[src/rtl/hazard_unit.sv]
// ---------------------------------------------------------------------------
// hazard_unit
//   Pipeline hazard controller for a 5-stage in-order core. It covers:
//     - Load-use interlock: one bubble into ID/EX while IF and ID hold.
//       Forwarding covers every other RAW case.
//     - Taken branch/jump resolved in EX: flush IF/ID and ID/EX. This also
//       cancels any load-use stall or mul/div start in that cycle.
//     - Optional multi-cycle mul/div interlock (RUN / MD_BUSY FSM). The
//       front end and EX hold while the unit is busy, and EX/MEM gets
//       bubbles until md_done_i is seen.
//   Priority: flush > mul/div stall > load-use.
//
// Configuration macro:
//   HAZARD_MULDIV_EN  - when defined, the mul/div interlock is built.
//                       When undefined, ex_md_start_i and md_done_i are
//                       ignored, state_o stays 0, and stall_ex_o and
//                       bubble_mem_o are tied to 0.
//
// Ports:
//   clk, rst_n                     clock (rising edge), async active-low reset
//   id_sel_rs1_i, id_sel_rs2_i     source register pointers of the ID instr
//   id_uses_rs1_i, id_uses_rs2_i   ID instr actually reads rs1 / rs2
//   ex_sel_rd_i                    destination pointer of the EX instr
//   ex_is_load_i, ex_reg_write_i   EX instr is a load / writes rd
//   ex_branch_taken_i              taken control transfer resolved in EX
//   ex_md_start_i, md_done_i       mul/div issue in EX / result valid
//   stall_if_o, stall_id_o,
//   stall_ex_o                     hold PC, IF/ID, ID/EX
//   bubble_ex_o, bubble_mem_o      insert NOP into ID/EX, EX/MEM
//   flush_if_id_o, flush_id_ex_o   squash younger instructions
//   state_o                        FSM state (RUN=0, MD_BUSY=1)
//   stall_cnt_o                    saturating count of cycles with stall_id_o=1
//
// Handshake note: all stall, bubble and flush outputs are combinational
// level signals. They are valid for the current cycle only, and the
// pipeline registers act on them at the next rising clk edge.
// ---------------------------------------------------------------------------
module hazard_unit #(
  parameter int CNT_W = 16
) (
  input  logic             clk,
  input  logic             rst_n,
  input  logic [4:0]       id_sel_rs1_i,
  input  logic [4:0]       id_sel_rs2_i,
  input  logic             id_uses_rs1_i,
  input  logic             id_uses_rs2_i,
  input  logic [4:0]       ex_sel_rd_i,
  input  logic             ex_is_load_i,
  input  logic             ex_reg_write_i,
  input  logic             ex_branch_taken_i,
  input  logic             ex_md_start_i,
  input  logic             md_done_i,
  output logic             stall_if_o,
  output logic             stall_id_o,
  output logic             stall_ex_o,
  output logic             bubble_ex_o,
  output logic             bubble_mem_o,
  output logic             flush_if_id_o,
  output logic             flush_id_ex_o,
  output logic [1:0]       state_o,
  output logic [CNT_W-1:0] stall_cnt_o
);

  typedef enum logic [1:0] {
    RUN     = 2'd0,
    MD_BUSY = 2'd1
  } state_t;

  state_t state;
  logic   load_use;
  logic   md_stall;
  logic   lu_stall;
  logic   flush;

  // x0 never creates a hazard, because writes to it are discarded.
  assign load_use = ex_is_load_i & ex_reg_write_i & (ex_sel_rd_i != 5'd0) &
                    ((id_uses_rs1_i & (id_sel_rs1_i == ex_sel_rd_i)) |
                     (id_uses_rs2_i & (id_sel_rs2_i == ex_sel_rd_i)));

  // Outputs are qualified with rst_n. This makes every stall drop as soon
  // as reset asserts, even while inputs are still requesting one.
  assign flush = rst_n & ex_branch_taken_i;

`ifdef HAZARD_MULDIV_EN
  // Stall during the start cycle and on every busy cycle until done. In
  // the done cycle the stall releases so the result can advance.
  assign md_stall = rst_n & ~ex_branch_taken_i &
                    (((state == RUN) & ex_md_start_i) |
                     ((state == MD_BUSY) & ~md_done_i));

  always_ff @(posedge clk or negedge rst_n) begin
    if (!rst_n) begin
      state <= RUN;
    end else begin
      case (state)
        RUN:     if (ex_md_start_i && !ex_branch_taken_i) state <= MD_BUSY;
        MD_BUSY: if (md_done_i) state <= RUN;
        default: state <= RUN;
      endcase
    end
  end
`else
  logic unused_md;
  assign unused_md = ex_md_start_i ^ md_done_i;
  assign md_stall  = 1'b0;
  assign state     = RUN;
`endif

  assign lu_stall = rst_n & (state == RUN) & load_use &
                    ~ex_branch_taken_i & ~md_stall;

  assign stall_if_o    = md_stall | lu_stall;
  assign stall_id_o    = md_stall | lu_stall;
  assign stall_ex_o    = md_stall;
  assign bubble_ex_o   = lu_stall;
  assign bubble_mem_o  = md_stall;
  assign flush_if_id_o = flush;
  assign flush_id_ex_o = flush;
  assign state_o       = state;

  // Saturating stall-cycle counter. It holds at all-ones instead of wrapping.
  always_ff @(posedge clk or negedge rst_n) begin
    if (!rst_n) begin
      stall_cnt_o <= '0;
    end else if (stall_id_o && (stall_cnt_o != {CNT_W{1'b1}})) begin
      stall_cnt_o <= stall_cnt_o + CNT_W'(1);
    end
  end

endmodule

[config.mk]
export PLATFORM = sky130hd
export DESIGN_NAME = hazard_unit
export DESIGN_NICKNAME = d
export VERILOG_FILES = /design/src/rtl/hazard_unit.sv
export SDC_FILE = /design/constraint.sdc
export NUM_CORES = 1
export LEC_CHECK = 0
export ABC_AREA = 0
export CAP_MARGIN = 20
export CORE_MARGIN = 5
export CORE_UTILIZATION = 43
export CTS_CLUSTER_DIAMETER = 30
export DETAILED_ROUTE_END_ITERATION = 16
export PLACE_DENSITY = 0.95
export SETUP_SLACK_MARGIN = 0.4
export SLEW_MARGIN = 20
export SYNTH_ARGS = -nofsm -noshare
export SYNTH_HDL_FRONTEND = slang
export SYNTH_SLANG_ARGS = --single-unit
[constraint.sdc]
create_clock -name clk -period 8.54 [get_ports clk]
set_clock_uncertainty 0.15 [all_clocks]
set_input_delay 2.562 -clock clk [delete_from_list [all_inputs] [get_ports clk]]
set_output_delay 2.562 -clock clk [all_outputs]
set_load 0.01 [all_outputs]
==> summary.txt <==
STA
  – Achievable Freq: 132.8 MHz
  – Worst rel slew slack: 48.85%
  – Pins Over Slew Limit: 0
  – Least-Margin Pin Slew: 0.7673 ns
  – RSZ-0062 raised after global routing: false
  – Setup tns final: 0 ns
  – Min Tclk post-route: 7.532 ns
  – Fin crit share: 88.20%
  – Hold Vio Cnt, Final: 0
  – Final setup fails: 0
  – Hold WS: 0.3450 ns

Detailed routing
  – Antenna viol nets, final: 0
  – Drt pass-1 iters: 4
  – Vias: 892
  – Iter 0 DRT Violations: 17
  – Wirelength per Cell: 14.37 µm
  – Drt total wl: 2471 µm
  – Via density: 5.186
  – # DRC: 0

Synth
  – Sequential area share after synthesis: 38.98%
  – Netlist cell types: 28
  – Proportion of netlist area held by the largest area contributor: 38.98%
  – Commonest cells in the netlist: xor2_1 (22), dfrtp_1 (16), nand3_1 (8)
  – Seq cells post-synth: 16
  – Yosys top cell by area: dfrtp_1
  – Main flop type after synthesis: dfrtp_1
  – Most numerous cell in the Yosys netlist: xor2_1
  – Avg Cell Area, Syn: 10.07 µm²
  – Top cells by area, synth: dfrtp_1 (39%), xor2_1 (19%), buf_4 (5.1%)
  – Syn. warnings: 0
  – Cell Area, Synth: 1027 µm²
  – Post-synth EDFFs: 0
  – Post-Syn Instances: 102
  – Asr flop ratio synth: 100.0%

Global routing
  – Vias in the first global route: 884
  – Total GRT Usage: 14.78%
  – Global route overflow: 0
  – Pin count of the biggest net entering global routing: 19
  – First-pass GRT wire length: 3967 µm
  – Initial antenna violation count: 0

Layout
  – Fin nets: 170
  – Largest register FFs: 16
  – Most flops, register: stall_cnt_o
  – Fillers: 197
  – # diodes: 0
  – Share of layout cells above drive strength 1: 8.333%
  – Top Registers: stall_cnt_o (16)
  – P&R area growth vs syn: 43.48%

Die
  – Core Footprint: 2255 µm²
  – Starting Density: 45.56%
  – Row cnt: 17
  – Die ar.: 3466 µm²
  – Die Wd: 58.88 µm
  – Top Ports: 49
  – Die Y: 58.88 µm

Clock tree
  – Clk buf depth: 2
  – Clk slew on worst S/H paths: 0.09 ns
  – Num CTS Buffers: 3
  – Setup bufs post-CTS: 0
  – Clk_lat worst skew: 0.29 ns
  – CTS tree: done
  – Sink Count: 16
  – Clk root buf: clkbuf_4
  – H-tree Lvls: 1
  – Post-CTS Resized: 0
  – Hold Buf Count CTS: 0

Setup path
  – Critical path required time: 5.83 ns
  – Worst EP arrival: 4.82 ns
  – Crit path capture type: primary output
  – R2r setup slk: 6.31 ns
  – Capturing point of the worst reg2reg path: stall_cnt_o[1]
  – Crit-path max FO: 16
  – Worst R2R Path Depth: 6
  – Worst R2R Start: stall_cnt_o[0]
  – Critical path startpoint category: input pin
  – Critical path class: in2out

Placed design
  – Port Buffers: 42
  – Hpwl dp: 1990 µm
  – Final Wtd Congestion: 0.8373

Hold path
  – Sink of the worst hold path: stall_cnt_o[15]
  – Hold Startpoint: stall_cnt_o[15]
  – WHS Path Cells: 1
  – Hold Crit Class: reg2reg

Power and ir drop
  – Power density over the cells: 103.7 nW/µm²
  – VDD IR max: 0.08493 mV
  – Leak pwr: 0.6609 nW

Status
  – Outcome: completed

Flow run
  – Max_cap viols: 0
==> layout make-up <==
cell class | instances | area (µm²) | share of cell area, %
inverter | 1 | 3.754 | 0.2547
tap | 28 | 35.03 | 2.377
timing repair buffer | 43 | 427.9 | 29.03
multi-input combinational | 80 | 570.5 | 38.71
sequential | 16 | 400.4 | 27.16
clock buffer | 4 | 36.28 | 2.462
==> placed cells by master (no fill, tap or decap), types with 2 or more instances in the layout <==
| cell | n |
|---|---|
| nand2_1 | 5 |
| xnor2_1 | 3 |
| clkbuf_4 | 3 |
| nor4_1 | 4 |
| nor4b_1 | 2 |
| nor2_1 | 7 |
| xor2_1 | 22 |
| clkdlybuf4s50_1 | 42 |
| nor3b_1 | 3 |
| dfrtp_1 | 16 |
| and2_1 | 2 |
| nand3_1 | 8 |
| nor3_1 | 7 |
| conb_1 | 4 |
==> power breakdown <==
part | total [mW] | switching (mW) | internal [mW] | leakage (nW)
logic | 0.0255 | 0.0107 | 0.0147 | 0.422
clock network | 0.0500 | 0.0241 | 0.0260 | 0.0210
registers | 0.0774 | 0.000917 | 0.0764 | 0.218
total | 0.153 | 0.0357 | 0.117 | 0.661
==> critical path: stages <==
cell,delay (ns)
clkdlybuf4s50_1,0.48
xor2_1,0.20
nor4_2,0.33
a32oi_2,0.37
nor2b_1,0.29
clkdlybuf4s50_1,0.58
==> routing by layer <==
layer	track usage [%]	vias to the layer above	part of all wire, %
met2	25.71	40	47
met3	4.386	2	9.6
met4	3.883	0	0.61
met5	0	-	0
li1	-	430	-
met1	17.61	420	42
==> metrics by stage <==
step / std cells / area [µm²] / utilization [%] / power (mW) / setup slack, ns
final: 172 / 1474 / 65.37 / 0.1529 / 1.008
after global routing: 172 / 1474 / 65.37 / 0.1601 / 0.8504
after global placement: 168 / 1438 / 63.76 / 0.1037 / 1.103
after floorplan: 105 / 1039 / - / 0.08942 / 2.008
after CTS: 172 / 1474 / 65.37 / 0.1548 / 0.9807
after detailed placement: 168 / 1438 / 63.76 / 0.1046 / 0.9906
==> worst max-delay path by stage <==
stage                               from          to  slack (ns)  cells past startpoint
final                     ex_sel_rd_i[3]  stall_id_o        1.01                      6
after global routing      ex_sel_rd_i[3]  stall_id_o        0.85                      6
after CTS                 ex_sel_rd_i[3]  stall_id_o        0.98                      6
after detailed placement  ex_sel_rd_i[3]  stall_id_o        0.99                      6
after global placement    ex_sel_rd_i[3]  stall_if_o        1.10                      6
after floorplan           ex_sel_rd_i[3]  stall_id_o        2.01                      6
==> cell families after synthesis <==
kind of cell	count (synthesis)	share of synthesized area [%]
other cells	1	0.3651
xor+xnor	25	21.32
fa+ha+maj	1	1.218
compound gates	4	4.386
simple gates	45	25.70
buf+inv	9	6.577
mux	1	1.461
flops	16	38.98
Note: power is estimated with default switching activity, not from simulation.
